$ cat config.mk
export PLATFORM = sky130hd
export DESIGN_NAME = ball_controller
export DESIGN_NICKNAME = d
export VERILOG_FILES = /design/src/rtl/pong_pkg.sv /design/src/rtl/ball_controller_axis_bounce.sv /design/src/rtl/ball_controller.sv
export SDC_FILE = /design/constraint.sdc
export NUM_CORES = 1
export LEC_CHECK = 0
export ABC_CLOCK_PERIOD_IN_PS = 5500
export BUFFER_PORTS_ARGS = -buffer_cell sky130_fd_sc_hd__buf_2
export CORE_MARGIN = 3
export CORE_UTILIZATION = 63
export DETAILED_ROUTE_END_ITERATION = 7
export GPL_TIMING_DRIVEN = 0
export PLACE_DENSITY_LB_ADDON = 0.08
export SYNTH_ARGS = -nofsm -noshare
export SYNTH_HDL_FRONTEND = slang
export SYNTH_SLANG_ARGS = --single-unit
$ cat constraint.sdc
create_clock -name clk -period 5.5 [get_ports clk]
set_input_delay 1.1 -clock clk [delete_from_list [all_inputs] [get_ports clk]]
set_output_delay 1.1 -clock clk [all_outputs]
set_load 0.03 [all_outputs]
$ cat src/rtl/pong_pkg.sv
// Shared Pong definitions: game-state encoding and default raster geometry.
// Used by the ball controller and the score/display blocks.
package pong_pkg;

  typedef enum logic [1:0] {
    ST_SERVE = 2'd0,
    ST_PLAY  = 2'd1,
    ST_MISS  = 2'd2
  } state_t;

  localparam int H_ACTIVE = 640;
  localparam int V_ACTIVE = 480;

endpackage

$ cat src/rtl/ball_controller_axis_bounce.sv
// Single-axis ball step: moves by STEP toward dir, clamping to the low/high
// limit and reversing direction when the next step would cross it.
module axis_bounce
  import pong_pkg::*;
#(
  parameter int W    = 10,
  parameter int STEP = 2
) (
  input  logic [W-1:0] pos,
  input  logic         dir,
  input  logic [W-1:0] lowLimit,
  input  logic [W-1:0] highLimit,
  output logic [W-1:0] nextPos,
  output logic         nextDir,
  output logic         hitHigh
);

  localparam logic [W:0] STEP_W = (W+1)'(STEP);

  logic [W:0] upSum_s;
  logic [W:0] lowSum_s;

  // One extra bit on the sums keeps the limit compares free of wrap-around.
  always_comb begin
    upSum_s  = {1'b0, pos} + STEP_W;
    lowSum_s = {1'b0, lowLimit} + STEP_W;
    nextPos  = pos;
    nextDir  = dir;
    hitHigh  = 1'b0;
    if (dir) begin
      if (upSum_s > {1'b0, highLimit}) begin
        nextPos = highLimit;
        nextDir = 1'b0;
        hitHigh = 1'b1;
      end else begin
        nextPos = upSum_s[W-1:0];
      end
    end else begin
      if ({1'b0, pos} < lowSum_s) begin
        nextPos = lowLimit;
        nextDir = 1'b1;
      end else begin
        nextPos = pos - STEP_W[W-1:0];
      end
    end
  end

endmodule

$ cat src/rtl/ball_controller.sv
// Per-frame Pong ball/paddle controller: serve/play/miss sequencing, bounces,
// scoring, and registered draw flags aligned with the registered RGB path.
module ball_controller
  import pong_pkg::*;
#(
  parameter int H_ACTIVE    = pong_pkg::H_ACTIVE,
  parameter int V_ACTIVE    = pong_pkg::V_ACTIVE,
  parameter int BALL_SIZE   = 16,
  parameter int STEP        = 2,
  parameter int PADDLE_Y    = 464,
  parameter int PADDLE_W    = 64,
  parameter int MISS_FRAMES = 60
) (
  input  logic       clk,
  input  logic       reset,
  input  logic [9:0] counter_x,
  input  logic [8:0] counter_y,
  input  logic       in_display_area,
  input  logic [9:0] paddle_x,
  input  logic       serve,
  output logic [9:0] ball_x,
  output logic [8:0] ball_y,
  output logic       draw_ball,
  output logic       draw_paddle,
  output logic [1:0] state,
  output logic [7:0] hit_count,
  output logic [3:0] miss_count
);

  localparam int          TW         = $clog2(MISS_FRAMES);
  localparam logic [9:0]  CENTRE_X   = 10'(H_ACTIVE/2 - BALL_SIZE/2);
  localparam logic [8:0]  CENTRE_Y   = 9'(V_ACTIVE/2 - BALL_SIZE/2);
  localparam logic [9:0]  PADDLE_MAX = 10'(H_ACTIVE - PADDLE_W);
  localparam logic [10:0] BALL_W11   = 11'(BALL_SIZE);
  localparam logic [9:0]  BALL_W10   = 10'(BALL_SIZE);
  localparam logic [10:0] PAD_W11    = 11'(PADDLE_W);
  localparam logic [TW-1:0] TIMER_LOAD = TW'(MISS_FRAMES - 1);

  state_t          state_r, stateNext_s;
  logic [9:0]      ballX_r, ballXNext_s, xPos_s;
  logic [8:0]      ballY_r, ballYNext_s, yPos_s;
  logic            dirX_r, dirXNext_s, xDir_s;
  logic            dirY_r, dirYNext_s, yDir_s, yHitHigh_s;
  logic [7:0]      hitCount_r, hitNext_s;
  logic [3:0]      missCount_r, missNext_s;
  logic [TW-1:0]   missTimer_r, timerNext_s;
  logic [9:0]      paddle_r, paddleClamped_s;
  logic            serveLatch_r;
  logic            drawBall_r, drawPaddle_r;
  logic            tick_s, paddleHit_s, drawBallNext_s, drawPaddleNext_s;

  assign tick_s          = (counter_y == 9'(V_ACTIVE)) && (counter_x == 10'd0);
  assign paddleClamped_s = (paddle_x > PADDLE_MAX) ? PADDLE_MAX : paddle_x;
  assign paddleHit_s     = (({1'b0, ballX_r} + BALL_W11) > {1'b0, paddle_r}) &&
                           ({1'b0, ballX_r} < ({1'b0, paddle_r} + PAD_W11));

  axis_bounce #(.W(10), .STEP(STEP)) xAxis (
    .pos(ballX_r), .dir(dirX_r), .lowLimit(10'd0),
    .highLimit(10'(H_ACTIVE - BALL_SIZE)),
    .nextPos(xPos_s), .nextDir(xDir_s), .hitHigh()
  );

  // The Y high limit is the paddle line; hit vs. miss is decided here.
  axis_bounce #(.W(9), .STEP(STEP)) yAxis (
    .pos(ballY_r), .dir(dirY_r), .lowLimit(9'd0),
    .highLimit(9'(PADDLE_Y - BALL_SIZE)),
    .nextPos(yPos_s), .nextDir(yDir_s), .hitHigh(yHitHigh_s)
  );

  // Next-state and next-position logic, applied only on the frame tick.
  always_comb begin
    stateNext_s = state_r;
    ballXNext_s = ballX_r;
    ballYNext_s = ballY_r;
    dirXNext_s  = dirX_r;
    dirYNext_s  = dirY_r;
    hitNext_s   = hitCount_r;
    missNext_s  = missCount_r;
    timerNext_s = missTimer_r;
    case (state_r)
      ST_SERVE: begin
        if (serveLatch_r) begin
          stateNext_s = ST_PLAY;
          dirXNext_s  = 1'b1;
          dirYNext_s  = 1'b0;
        end else begin
          stateNext_s = ST_SERVE;
        end
      end
      ST_PLAY: begin
        if (yHitHigh_s && !paddleHit_s) begin
          stateNext_s = ST_MISS;
          missNext_s  = (missCount_r == 4'hF) ? missCount_r : missCount_r + 4'd1;
          timerNext_s = TIMER_LOAD;
        end else begin
          ballXNext_s = xPos_s;
          dirXNext_s  = xDir_s;
          ballYNext_s = yPos_s;
          dirYNext_s  = yDir_s;
          if (yHitHigh_s) begin
            hitNext_s = hitCount_r + 8'd1;
          end else begin
            hitNext_s = hitCount_r;
          end
        end
      end
      ST_MISS: begin
        if (missTimer_r == {TW{1'b0}}) begin
          stateNext_s = ST_SERVE;
          ballXNext_s = CENTRE_X;
          ballYNext_s = CENTRE_Y;
          dirXNext_s  = 1'b1;
          dirYNext_s  = 1'b0;
        end else begin
          timerNext_s = missTimer_r - TW'(1);
        end
      end
      default: begin
        stateNext_s = ST_SERVE;
        ballXNext_s = CENTRE_X;
        ballYNext_s = CENTRE_Y;
        dirXNext_s  = 1'b1;
        dirYNext_s  = 1'b0;
      end
    endcase
  end

  // Game state register; everything moves only on the frame tick.
  always_ff @(posedge clk) begin
    if (reset) begin
      state_r     <= ST_SERVE;
      ballX_r     <= CENTRE_X;
      ballY_r     <= CENTRE_Y;
      dirX_r      <= 1'b1;
      dirY_r      <= 1'b0;
      hitCount_r  <= 8'd0;
      missCount_r <= 4'd0;
      missTimer_r <= {TW{1'b0}};
      paddle_r    <= 10'd0;
    end else if (tick_s) begin
      state_r     <= stateNext_s;
      ballX_r     <= ballXNext_s;
      ballY_r     <= ballYNext_s;
      dirX_r      <= dirXNext_s;
      dirY_r      <= dirYNext_s;
      hitCount_r  <= hitNext_s;
      missCount_r <= missNext_s;
      missTimer_r <= timerNext_s;
      paddle_r    <= paddleClamped_s;
    end
  end

  // Serve request latch: armed only while waiting to serve, consumed by the tick.
  always_ff @(posedge clk) begin
    if (reset) begin
      serveLatch_r <= 1'b0;
    end else if (tick_s) begin
      serveLatch_r <= 1'b0;
    end else if (serve && (state_r == ST_SERVE)) begin
      serveLatch_r <= 1'b1;
    end
  end

  assign drawBallNext_s = in_display_area &&
                          ({1'b0, counter_x} >= {1'b0, ballX_r}) &&
                          ({1'b0, counter_x} < ({1'b0, ballX_r} + BALL_W11)) &&
                          ({1'b0, counter_y} >= {1'b0, ballY_r}) &&
                          ({1'b0, counter_y} < ({1'b0, ballY_r} + BALL_W10));
  assign drawPaddleNext_s = in_display_area &&
                            (counter_x >= paddle_r) &&
                            ({1'b0, counter_x} < ({1'b0, paddle_r} + PAD_W11)) &&
                            (counter_y >= 9'(PADDLE_Y));

  // Draw flags registered every pixel to line up with the registered colour.
  always_ff @(posedge clk) begin
    if (reset) begin
      drawBall_r   <= 1'b0;
      drawPaddle_r <= 1'b0;
    end else begin
      drawBall_r   <= drawBallNext_s;
      drawPaddle_r <= drawPaddleNext_s;
    end
  end

  assign ball_x      = ballX_r;
  assign ball_y      = ballY_r;
  assign state       = state_r;
  assign hit_count   = hitCount_r;
  assign miss_count  = missCount_r;
  assign draw_ball   = drawBall_r;
  assign draw_paddle = drawPaddle_r;

endmodule

# --- Yosys cells after proc, flatten, opt, wreduce, memory -nomap -nowiden ---
# Index checks and enable logic that the tools add are counted.
word_totals:
  out_inout_bits: 35
  input_bits: 33
  regBits: 54
  elab_cells: 107
classes:
  reduce_logical: 23
  n_bitwise: 3
  eq_ne: 9
  n_lt_le_gt_ge: 14
  addsub: 10
  muxes: 36
ops:
  columns: ["operator", "n"]
  rows:
  - ["10-bit 2-to-1 mux", 6]
  - ["9-bit 2-to-1 mux", 5]
  - ["10-bit by 11-bit < comparator with 1-bit output", 3]
  - ["10-bit case mux with 3 select lines", 1]
  - ["9-bit case mux with 3 select lines", 1]
  - ["10-bit greater-or-equal comparator", 2]
  - ["4-bit AND reduction", 5]
  - ["1-bit 2-to-1 mux", 15]
  - ["6-bit 2-to-1 mux", 2]
  - ["6-bit case mux with 2 select lines", 1]
  - ["10-bit by 2-bit adder with 11-bit output, second input constant", 1]
  - ["10-bit by 5-bit adder with 11-bit output, second input constant", 1]
  - ["10-bit by 7-bit adder with 11-bit output, second input constant", 1]
  - ["11-bit by 10-bit greater-than comparator with 1-bit output", 1]
  - ["11-bit by 10-bit greater-than comparator with 1-bit output, second input constant", 1]
  - ["1-bit logical AND", 11]
  - ["9-bit by 2-bit adder with 10-bit output, second input constant", 1]
  - ["9-bit by 5-bit adder with 10-bit output, second input constant", 1]
  - ["10-bit greater-than comparator, second input constant", 1]
  - ["10-bit by 9-bit greater-than comparator with 1-bit output, second input constant", 1]
  - ["10-bit logical NOT", 1]
  - ["10-bit by 2-bit < comparator with 1-bit output, second input constant", 1]
  - ["9-bit by 10-bit < comparator with 1-bit output", 1]
  - ["2-bit != test, second input constant", 5]
  - ["22 further kinds", 26]

# --- Logic depth before layout (Yosys ltp) ---
# Gate-level depths: netlist of run 1.
logic_depth:
  word_depth: 7
  ltp_mapped: 14
  depth_no_buf: 12

# --- Cells and area by module ---
# From an unflattened synthesis of run 1, not the netlist that was laid out.
hier_totals:
  cells_unflattened: 764
  hier_area_um2: 6336.1
by_module_without_submodules:
  columns: ["mod", "instances", "cells_per_inst", "seq_area_each_um2", "area_per_inst_um2"]
  rows:
  - ["ball_controller", 1, 452, 1081.0, 3998.8]
  - ["axis_bounce (xAxis)", 1, 168, 0.0, 1181.1]
  - ["axis_bounce (yAxis)", 1, 144, 0.0, 1156.1]

# --- Worst setup path after synthesis of run 1 ---
# Ideal clock, no wire load.
synth_timing:
  path_type: "input -> register"
  from: "in counter_x[7]"
  to: "reg hitCount_r[7], in the netlist hit_count[7]"
  path_buffers: 2
  required_time_ns: 5.430
  t_arrival_ns: 3.246
  cell_stages: 10
  setup_time_ns: 0.070
  slack_ns: 2.184
  path_cell_list: "or4_1 nor2_1 and4_1 buf_4 nand2_1 and4bb_1 buf_4 nand4_4 or4_1 a21oi_1"
synth_between:
  elab_chain_cells: 3
synth_lines:
  columns: ["element", "line_no", "source"]
  rows:
  - ["start: declaration", "ball_controller.sv:16", "input logic [9:0] counter_x,"]
  - ["10-bit logical NOT", "ball_controller.sv:52", "assign tick_s = (counter_y == 9'(V_ACTIVE)) && (counter_x == 10'd0);"]
  - ["1-bit logical AND", "ball_controller.sv:52", null]
  - ["4-bit AND reduction (no line)", null, null]
  - ["end signal: assignment", "ball_controller.sv:146", "hitCount_r <= hitNext_s;"]
  - ["end: declaration", "ball_controller.sv:44", "logic [7:0] hitCount_r, hitNext_s;"]
# No other way between the ends.
# A chain may end at the register's enable or synchronous reset.

# --- Worst setup path after layout of run 1 ---
layout_timing:
  from: "reg ballX_r[4], in the netlist ball_x[4]"
  to: "reg ballX_r[1], in the netlist ball_x[1]"
layout_between:
  elab_chain_cells: 7
  word_cells_on_any_way: 16
  cone_classes: "2 x add/sub; 4 x order compare; 1 x eq/ne; 5 x mux; 4 x reduce/logical"
layout_lines:
  columns: ["element", "line_no", "source"]
  rows:
  - ["start: declaration", "ball_controller.sv:40", "logic [9:0] ballX_r, ballXNext_s, xPos_s;"]
  - ["start signal: assignment", "ball_controller.sv:142", "ballX_r <= ballXNext_s;"]
  - ["10-bit by 5-bit adder with 11-bit output", "ball_controller.sv:54", "assign paddleHit_s = (({1'b0, ballX_r} + BALL_W11) > {1'b0, paddle_r}) &&"]
  - ["11-bit by 10-bit greater-than comparator with 1-bit output", "ball_controller.sv:54", null]
  - ["1-bit logical AND", "ball_controller.sv:54", null]
  - ["1-bit logical NOT", "ball_controller.sv:91", "if (yHitHigh_s && !paddleHit_s) begin"]
  - ["1-bit logical AND", "ball_controller.sv:91", null]
  - ["2-bit != test (no line)", null, null]
  - ["4-bit AND reduction (no line)", null, null]
# Several ways; a longest one is shown, not always the timed one. The select of a mux whose other input is x is not followed.

==> results of run 1 <==
## layer usage
metal,vias up,part of all wire
li1,2295,-
met1,2180,0.45
met2,209,0.45
met3,29,0.080
met4,0,0.026
met5,-,0
## final cells by class
cell class,count,share of cell area
buffer,21,0.0197
clock buffer,5,0.0135
clock inverter,3,0.00665
inverter,43,0.0318
multi-input combinational,469,0.637
sequential,52,0.205
tap,96,0.0236
timing repair buffer,64,0.0630
## worst max-delay path by stage
stage	from	to	slack, ns	cells past startpoint
after floorplan	counter_x[7]	hit_count[7]$_SDFFE_PP0P_	2.18	10
after detailed placement	ball_x[4]$_SDFFE_PP1P_	ball_x[1]$_SDFFE_PP0P_	1.43	12
after global placement	ball_x[4]$_SDFFE_PP1P_	ball_x[1]$_SDFFE_PP0P_	1.48	12
after global routing	ball_x[4]$_SDFFE_PP1P_	ball_x[1]$_SDFFE_PP0P_	1.06	12
after CTS	ball_x[4]$_SDFFE_PP1P_	ball_x[1]$_SDFFE_PP0P_	1.37	12
final	ball_x[4]$_SDFFE_PP1P_	ball_x[1]$_SDFFE_PP0P_	1.27	12
## state kept, by name, indices dropped and copies added (netlist names)
signal and count:
paddle_r 10, ball_x 9, ball_y 8, hit_count 8, missTimer_r 6, miss_count 4, state 2, dirX_r 1
dirY_r 1, draw_ball 1, draw_paddle 1, serveLatch_r 1
## worst register-to-register path, cell delays in order, from the launching register on
cell and delay, ns:
dfxtp_1 0.43, clkbuf_1 0.40, inv_1 0.18, ha_1 0.36
ha_1 0.30, nand3_1 0.10, nor2_1 0.09, o21ai_0 0.09
a211oi_1 0.57, a21oi_1 0.20, nor3_1 1.03, o21ai_0 0.24
o21ai_1 0.18
## stage by stage
step	total power [µW]	cell area (µm²)	cells	utilization	worst slack (ns)
after floorplan	441	4540	585	-	2.18
after global placement	473	4980	745	0.725	1.48
after CTS	722	5080	753	0.740	1.37
after global routing	747	5080	753	0.740	1.06
after detailed placement	476	4980	745	0.725	1.43
final	721	5080	753	0.740	1.27
## where the power goes
part / switching, µW / total [µW] / internal, µW
Sequential: 3.50 / 382 / 379
Clock: 156 / 253 / 96.4
Combinational: 53.2 / 86.5 / 33.3
## Yosys cell counts (all sizes together), types with 6 or more instances
cell / n / share of area
nand4: 11 / 0.018
xor2: 7 / 0.014
a21oi: 39 / 0.043
nand3: 29 / 0.032
nand2b: 10 / 0.014
nand2: 40 / 0.033
and3: 8 / 0.011
buf: 10 / 0.013
clkbuf: 11 / 0.0091
inv: 41 / 0.034
nor2: 51 / 0.042
a211oi: 9 / 0.015
a22o: 7 / 0.014
o21ai: 43 / 0.047
nor4: 6 / 0.0083
xnor2: 18 / 0.035
ha: 70 / 0.19
dfxtp: 52 / 0.23
nor2b: 6 / 0.0083
nor3: 22 / 0.024
## kinds of logic (layout without fill, tap and decap cells)
family	Yosys count	after routing
simple gates	210	210
compound gates	157	157
fa+ha+maj	70	70
buf+inv	64	136
flops	52	52
xor+xnor	25	25
mux	5	5
other cells	1	2
==> flow_metrics.py, run 1 <==
metrics = {
    "timing": {
        "period_minus_slack_ns": 4.23,
        "min_period_over_period": 0.769,
        "hold_ws_ns": 0.502,
        "finalHoldViolCount": 0,
        "clock.fmax_mhz": 236,
        "worst_pin_slew_ns": 1.30,
        "drv_slew": 0,
        "slew_headroom": 0.121,
        "fin_skew_ns": 0.00952,
        "setup_viol": 0,
        "grt_setup_unrepaired": "false",
        "finalSetupTns_ns": 0,
    },
    "worst_setup_path": {
        "regToRegStartpoint": "ball_x[4]$_SDFFE_PP1P_",
        "path_cells": "clkbuf_1 > inv_1 > ha_1 > ha_1 > nand3_1 > nor2_1 > o21ai_0 > a211oi_1 > a21oi_1 > nor3_1 > o21ai_0 > o21ai_1",
        "crit_type": "reg -> reg",
        "crit_slowest_cell": "nor3_1",
        "start_kind": "flop",
        "r2r_slack_ns": 1.27,
        "cp_num_buf_inv": 2,
        "ff2ff_path_depth": 12,
        "crit_family": "compound AO/OA/AOI/OAI gates",
        "critPathRequiredTime_ns": 5.76,
        "cpPeakStageDelay_ns": 1.03,
        "crit_fanout": 10,
        "worstPathArrival_ns": 4.49,
        "endpoint_kind": "flop",
        "timing.rr.end": "ball_x[1]$_SDFFE_PP0P_",
    },
    "placed_design": {
        "dp_hpwl_um": 9900,
        "globalplace.congestion": 0.987,
        "io_buffers": 64,
    },
    "logic_synthesis": {
        "yosysUniqueCellTypes": 64,
        "netlist_area_um2": 4540,
        "synth_top_family_by_area": "simple AND/OR/NAND/NOR gates",
        "ys_warn_count": 0,
        "ys.flop_type": "dfxtp_1",
        "synth_edf_count": 0,
        "syn-mean-instance-area_um2": 7.77,
        "synth-simple-area-share": 0.236,
        "synthXorXnorAreaFrac": 0.0483,
        "synth_fa_ha_area_frac": 0.193,
        "synth-compound-area-share": 0.223,
        "syn_inst": 584,
        "async_reset_ff_frac": 0,
        "synth-seq-cells": 52,
        "muxShareOfSynthArea": 0.0110,
        "yosysSeqAreaShare": 0.230,
    },
    "global_route": {
        "grt-busiest-layer": "met2",
        "grt_pass1_wl_um": 20200,
        "antenna_found_initial": 0,
        "grtUsageTotal": 0.295,
        "gr-usage-met2": 0.454,
        "grtUsageMet3": 0.0367,
        "grt_util_met1": 0.427,
        "grt_overflow": 0,
        "grt_pass1_vias": 4199,
        "grt_max_degree": 20,
    },
    "clocking": {
        "clock_path_buffers": 2,
        "htreeDepth": 2,
        "cts_setup_buffers": 0,
        "cts.clk_slew.worst_paths_ns": 0.11,
        "cts_root_buf": "clkbuf_8",
        "post_cts_resized": 0,
        "clock-sinks": 52,
        "ctsHoldBuffers": 0,
        "cts_buffers": 5,
        "clock_latency_ns": 0.32,
        "cts_tree": "built",
    },
    "power": {
        "power.density_nw_per_um2": 142,
        "p_leak_uw": 0.00214,
        "vdd_drop_max_uv": 152,
    },
    "min_path": {
        "whs_path_depth": 1,
        "hp-start": "paddle_r[3]$_SDFFE_PP0P_",
        "hold_end": "paddle_r[3]$_SDFFE_PP0P_",
        "hold_class": "reg -> reg",
    },
    "floorplanning": {
        "core_um2": 6870,
        "initial_utilization": 0.660,
        "placementRows": 30,
        "die_area_um2": 8250,
        "dieWidth_um": 90.9,
        "io_pins": 68,
        "die_y_um": 90.9,
    },
    "routing": {
        "drtPass1Iterations": 5,
        "wire_per_inst_um": 16.6,
        "drtAntennaViolNets": 0,
        "drtIter0Drc": 352,
        "finalWirelength_um": 12500,
        "via_count": 4713,
        "drc": 0,
        "via_per_inst": 6.26,
    },
    "finish": {
        "multi_input_area_um2": 3240,
        "diodes": 0,
        "syn2layout_area_growth_pct": 12.1,
        "nets": 759,
        "regArea_um2": 1040,
        "drive_above_1_share": 0.134,
        "num-fill-cells": 552,
        "final_common_cell": "ha_1",
        "layout_common_cells": "ha_1 (70), buf_2 (69), dfxtp_1 (52)",
    },
    "status": {
        "status": "finished, final reports clean",
    },
    "flow_run": {
        "maxCapViolCount": 0,
    },
}
Note: power is estimated with default switching activity, not from simulation.
==> run 2, diff against run 1 <==
--- a/config.mk
+++ b/config.mk
@@ -5,10 +5,10 @@
 export SDC_FILE = /design/constraint.sdc
 export NUM_CORES = 1
 export LEC_CHECK = 0
-export ABC_CLOCK_PERIOD_IN_PS = 5500
+export ABC_CLOCK_PERIOD_IN_PS = 3750
 export BUFFER_PORTS_ARGS = -buffer_cell sky130_fd_sc_hd__buf_2
 export CORE_MARGIN = 3
-export CORE_UTILIZATION = 63
+export CORE_UTILIZATION = 53
 export DETAILED_ROUTE_END_ITERATION = 7
 export GPL_TIMING_DRIVEN = 0
 export PLACE_DENSITY_LB_ADDON = 0.08
==> constraint.sdc (replaced) <==
create_clock -name clk -period 3.75 [get_ports clk]
set_input_delay 0.75 -clock clk [delete_from_list [all_inputs] [get_ports clk]]
set_output_delay 0.75 -clock clk [all_outputs]
set_load 0.03 [all_outputs]
==> run 2 against run 1 <==
Compared with the run above:
- combinational power grew 48%
- critical path type unchanged
- highest routed layer unchanged
- routed wire length grew 0.49%
- clock power grew 43%
- power grew 46%
==> flow_metrics.py, run 2 (synthesis results as in run 1) <==
metrics = {
    "status": {
        "status": "finished, final reports clean",
    },
    "clocking": {
        "cts.clk_slew.worst_paths_ns": 0.12,
        "clock-sinks": 52,
        "htreeDepth": 2,
        "cts_buffers": 5,
        "cts_root_buf": "clkbuf_8",
        "cts_tree": "built",
        "clock_path_buffers": 2,
        "clock_latency_ns": 0.32,
    },
    "flow_run": {
        "maxCapViolCount": 0,
    },
    "worst_setup_path": {
        "critPathRequiredTime_ns": 4.00,
        "start_kind": "flop",
        "regToRegStartpoint": "ball_x[4]$_SDFFE_PP1P_",
        "worstPathArrival_ns": 3.81,
        "crit_type": "reg -> reg",
        "crit_fanout": 10,
        "cp-startpoint": "ball_x[4]$_SDFFE_PP1P_",
        "endpoint_kind": "flop",
    },
    "finish": {
        "largest_register": "paddle_r",
        "final_util": 0.622,
        "drive_above_1_share": 0.154,
        "largest_reg_flops": 10,
        "syn2layout_area_growth_pct": 13.3,
        "nets": 759,
        "layout_common_cells": "ha_1 (70), buf_2 (66), nor2_1 (51)",
        "diodes": 0,
        "stdcell_area_um2": 5140,
        "final_common_cell": "ha_1",
    },
    "global_route": {
        "grt_overflow": 0,
        "antenna_found_initial": 0,
        "grtUsageTotal": 0.256,
        "grt_pass1_wl_um": 20800,
        "grt_pass1_vias": 4313,
        "grt_max_degree": 19,
    },
    "timing": {
        "slew_headroom": 0.121,
        "worst_pin_slew_ns": 1.30,
        "drv_slew": 0,
        "grt_setup_unrepaired": "false",
        "clock.fmax_mhz": 281,
        "min_period_over_period": 0.949,
        "period_minus_slack_ns": 3.56,
        "timing.final.ws_setup_ns": 0.190,
        "finalHoldViolCount": 0,
        "setup_viol": 0,
        "fin_skew_ns": 0.0114,
    },
    "routing": {
        "via_per_inst": 6.09,
        "drtIter0Drc": 279,
        "drtAntennaViolNets": 0,
        "via_count": 4641,
        "drc": 0,
        "wire_per_inst_um": 16.5,
        "drtPass1Iterations": 7,
        "finalWirelength_um": 12600,
    },
    "power": {
        "power.density_nw_per_um2": 205,
        "vdd_drop_max_uv": 167,
        "p_leak_uw": 0.00215,
    },
    "placed_design": {
        "placed_area_um2": 4990,
        "globalplace.congestion": 0.944,
        "io_buffers": 64,
        "dp_hpwl_um": 9980,
        "preCtsSetupSlack_ns": -0.384,
    },
    "floorplanning": {
        "io_pins": 68,
        "placementRows": 33,
        "die_area_um2": 9700,
        "initial_utilization": 0.549,
        "dieWidth_um": 98.5,
        "die_y_um": 98.5,
        "core_um2": 8260,
    },
    "min_path": {
        "hold_class": "reg -> reg",
        "hp-start": "hit_count[7]$_SDFFE_PP0P_",
    },
}
## run 2: metal layers
metal | routed length (µm) | vias to the layer above | global-route usage
li1 | - | 2291 | -
met1 | 5990 | 2153 | 0.370
met2 | 5490 | 173 | 0.395
met3 | 805 | 24 | 0.0368
met4 | 301 | 0 | 0.0767
met5 | 0 | - | 0
## run 2: what timing repair did
item / CTS / global route
gates resized for setup: 6 / 12
hold buffers: 0 / 0
pin swaps: 0 / 3
endpoints found under the setup margin: 14 / 28
hold endpoints to repair: 0 / 0
buffers inserted: 0 / 0
## run 2: metrics by stage
stage,total power (µW),hold slack (ns),TNS (ns),std cells
floorplan,646,0.449,0,585
CTS,1050,0.489,0,762
detailed placement,699,0.469,-2.99,754
global placement,695,0.462,-3.14,754
global route,1090,0.534,0,762
finish,1050,0.485,0,762
## run 2: path summary, 6_finish.rpt
kind                               end  slack, ns  cells after the start
max          hit_count[7]$_SDFFE_PP0P_       0.19                     13
min          hit_count[7]$_SDFFE_PP0P_       0.48                      2
max reg2reg  hit_count[7]$_SDFFE_PP0P_       0.19                     13
min reg2reg  hit_count[7]$_SDFFE_PP0P_       0.48                      2
## run 2: area by class of cell
| type | count | area (µm²) |
|---|---|---|
| inverters | 43 | 161 |
| well taps | 105 | 131 |
| fillers | 779 | 3120 |
| clock inverters | 3 | 27.5 |
| multi-input cells | 469 | 3280 |
| flip-flops and latches | 52 | 1040 |
| repair buffers | 64 | 320 |
| plain buffers | 21 | 110 |
| clock buffers | 5 | 68.8 |
## run 2: critical path: stages, from the launching register on
cell	delay, ns
dfxtp_1	0.44
clkbuf_2	0.27
inv_1	0.14
ha_1	0.34
ha_1	0.30
nand3_1	0.10
nor2_1	0.11
o21ai_0	0.13
a211oi_2	0.43
and4bb_1	0.28
buf_4	0.17
nand4_4	0.13
or4_1	0.52
a21oi_1	0.15
## run 2: where the power goes
part,internal (µW),switching (µW),leakage [µW]
combinational,49.1,79.0,0.00169
clock,138,224,0.0000463
sequential,556,5.47,0.000419
total,743,309,0.00215
==> run 3, diff against run 2 <==
--- a/config.mk
+++ b/config.mk
@@ -5,10 +5,11 @@
 export SDC_FILE = /design/constraint.sdc
 export NUM_CORES = 1
 export LEC_CHECK = 0
-export ABC_CLOCK_PERIOD_IN_PS = 3750
+export ABC_CLOCK_PERIOD_IN_PS = 3700
 export BUFFER_PORTS_ARGS = -buffer_cell sky130_fd_sc_hd__buf_2
 export CORE_MARGIN = 3
-export CORE_UTILIZATION = 53
+export CORE_UTILIZATION = 58
+export CTS_CLUSTER_SIZE = 24
 export DETAILED_ROUTE_END_ITERATION = 7
 export GPL_TIMING_DRIVEN = 0
 export PLACE_DENSITY_LB_ADDON = 0.08
==> constraint.sdc (replaced) <==
create_clock -name clk -period 3.7 [get_ports clk]
set_input_delay 0.74 -clock clk [delete_from_list [all_inputs] [get_ports clk]]
set_output_delay 0.74 -clock clk [all_outputs]
set_load 0.03 [all_outputs]
==> run 3 against run 2 <==
Compared with the run above:
- highest routed layer unchanged
- count of clock-buffer cells in the layout is 1 higher
- global-route usage is 3.6 points higher
- final cell count is 0.79% lower
- critical endpoint unchanged
- register-to-register slack hardly changed
- critical path type unchanged
==> flow_metrics.py, run 3 (synthesis results as in run 1) <==
metrics = {
    "placed_design": {
        "dp_hpwl_um": 10200,
        "preCtsSetupSlack_ns": -0.449,
        "globalplace.congestion": 0.935,
        "io_buffers": 64,
    },
    "routing": {
        "drtAntennaViolNets": 0,
        "drtPass1Iterations": 5,
        "via_per_inst": 6.24,
        "wire_per_inst_um": 17.0,
        "via_count": 4717,
        "drc": 0,
        "finalWirelength_um": 12800,
        "drtIter0Drc": 399,
    },
    "worst_setup_path": {
        "cp-startpoint": "ball_x[6]$_SDFFE_PP0P_",
        "cpPeakStageDelay_ns": 0.52,
        "path_cells": "buf_2 > nand3_1 > xnor2_1 > ha_1 > nand3_1 > a21oi_1 > a2111oi_1 > a211oi_2 > and4bb_1 > buf_4 > nand4_4 > or4_1 > a21oi_1",
        "endpoint_kind": "flop",
        "crit_slowest_cell": "or4_1",
        "crit_family": "simple AND/OR/NAND/NOR gates",
        "worstPathArrival_ns": 3.75,
        "crit_fanout": 10,
        "regToRegStartpoint": "ball_x[6]$_SDFFE_PP0P_",
        "start_kind": "flop",
        "crit_type": "reg -> reg",
        "critPathRequiredTime_ns": 3.95,
        "cp_num_buf_inv": 2,
    },
    "power": {
        "p_sw_uw": 294,
        "p_sw_frac": 0.265,
        "p_leak_uw": 0.00216,
        "vdd_drop_max_uv": 203,
        "power.share.combinational": 0.117,
        "clkPwrFrac": 0.372,
        "p_seq_frac": 0.511,
        "power.density_nw_per_um2": 216,
        "internal_power_uw": 818,
    },
    "timing": {
        "clock.fmax_mhz": 285,
        "min_period_over_period": 0.948,
        "fin_skew_ns": 0.00883,
        "timing.final.ws_setup_ns": 0.194,
        "setup_viol": 0,
        "slew_headroom": 0.230,
        "hold_ws_ns": 0.489,
        "grt_setup_unrepaired": "false",
        "worst_pin_slew_ns": 1.14,
        "finalHoldViolCount": 0,
        "drv_slew": 0,
        "period_minus_slack_ns": 3.51,
    },
    "finish": {
        "largest_reg_flops": 10,
        "drive_above_1_share": 0.149,
        "layout_common_cells": "ha_1 (69), buf_2 (67), nor2_1 (51)",
        "syn2layout_area_growth_pct": 13.3,
        "nets": 759,
        "largest_register": "paddle_r",
        "final_util": 0.693,
        "final_common_cell": "ha_1",
        "diodes": 0,
    },
    "global_route": {
        "grt_pass1_wl_um": 21000,
        "grt_overflow": 0,
        "grtUsageMet3": 0.0406,
        "grt_max_degree": 17,
        "grtUsageTotal": 0.292,
        "antenna_found_initial": 0,
        "grt-busiest-layer": "met2",
        "gr-usage-met2": 0.466,
        "grt_pass1_vias": 4283,
        "grt_util_met1": 0.411,
    },
    "clocking": {
        "clock_latency_ns": 0.32,
        "cts_buffers": 5,
        "ctsHoldBuffers": 0,
        "cts_tree": "built",
        "clock_path_buffers": 2,
        "cts_setup_buffers": 0,
        "cts.clk_slew.worst_paths_ns": 0.10,
        "cts_root_buf": "clkbuf_8",
        "clock-sinks": 52,
        "htreeDepth": 2,
    },
    "status": {
        "status": "finished, final reports clean",
    },
    "min_path": {
        "hp-start": "hit_count[7]$_SDFFE_PP0P_",
        "hold_class": "reg -> reg",
    },
    "floorplanning": {
        "initial_utilization": 0.612,
        "die_y_um": 94.4,
        "core_um2": 7410,
        "placementRows": 31,
        "io_pins": 68,
        "dieWidth_um": 94.4,
        "die_area_um2": 8920,
    },
    "flow_run": {
        "maxCapViolCount": 0,
    },
}
run 3: cell types whose count changed in the layout (fill, tap and decap cells not counted), sizes merged:
cell,delta
clkinvlp,-1
clkinv,-1
bufinv,+1
buf,+2
clkbuf,-1
run 3: worst reg2reg max path: cells and delay by family, from the launching register on:
family | cells | cell delay (ns)
AO/OA/AOI/OAI | 4 | 0.83
AND/OR/NAND/NOR | 5 | 1.18
buffers and inverters | 2 | 0.46
adder cells (fa/ha/maj) | 1 | 0.31
XOR/XNOR | 1 | 0.18
flip-flops | 1 | 0.48
run 3: final timing paths:
kind                            cells after the start                        end  slack [ns]
worst min-delay path                                2  hit_count[7]$_SDFFE_PP0P_        0.49
worst max register to register                     13  hit_count[7]$_SDFFE_PP0P_        0.19
worst max-delay path                               13  hit_count[7]$_SDFFE_PP0P_        0.19
worst min register to register                      2  hit_count[7]$_SDFFE_PP0P_        0.49
run 3: area by class of cell:
cell class	instances	area (µm²)
multi-input combinational	469	3260
fill	683	2270
sequential	52	1040
timing repair buffer	64	320
inverter	43	161
tap	99	124
buffer	21	113
clock buffer	6	72.6
clock inverter	2	38.8
run 3: timing repair:
action	in CTS	in global routing
pin swaps	0	2
endpoints found under the setup margin	17	23
resized for setup	7	12
run 3: per-layer routing:
metal,vias to the layer above,routed length [µm],share of wire
met3,17,932,0.073
met4,0,202,0.016
met2,210,5860,0.46
met5,-,0,0
met1,2202,5830,0.45
li1,2288,-,-
run 3: stage by stage:
| stage | power, µW | instance area [µm²] | TNS, ns | std cells |
|---|---|---|---|---|
| finish | 1110 | 5140 | 0 | 756 |
| global route | 1160 | 5140 | 0 | 756 |
| CTS | 1110 | 5120 | 0 | 756 |
| global placement | 703 | 4980 | -4.08 | 748 |
| floorplan | 655 | 4540 | 0 | 585 |
| detailed placement | 708 | 4980 | -4.03 | 748 |
run 3: power groups by stage:
stage	Combinational (µW)	Sequential (µW)	Clock [µW]
4_1_cts	129	568	414
3_3_place_gp	122	581	0
6_report	130	568	414
5_1_grt	146	569	440
3_5_place_dp	127	581	0
2_1_floorplan	70.7	584	0
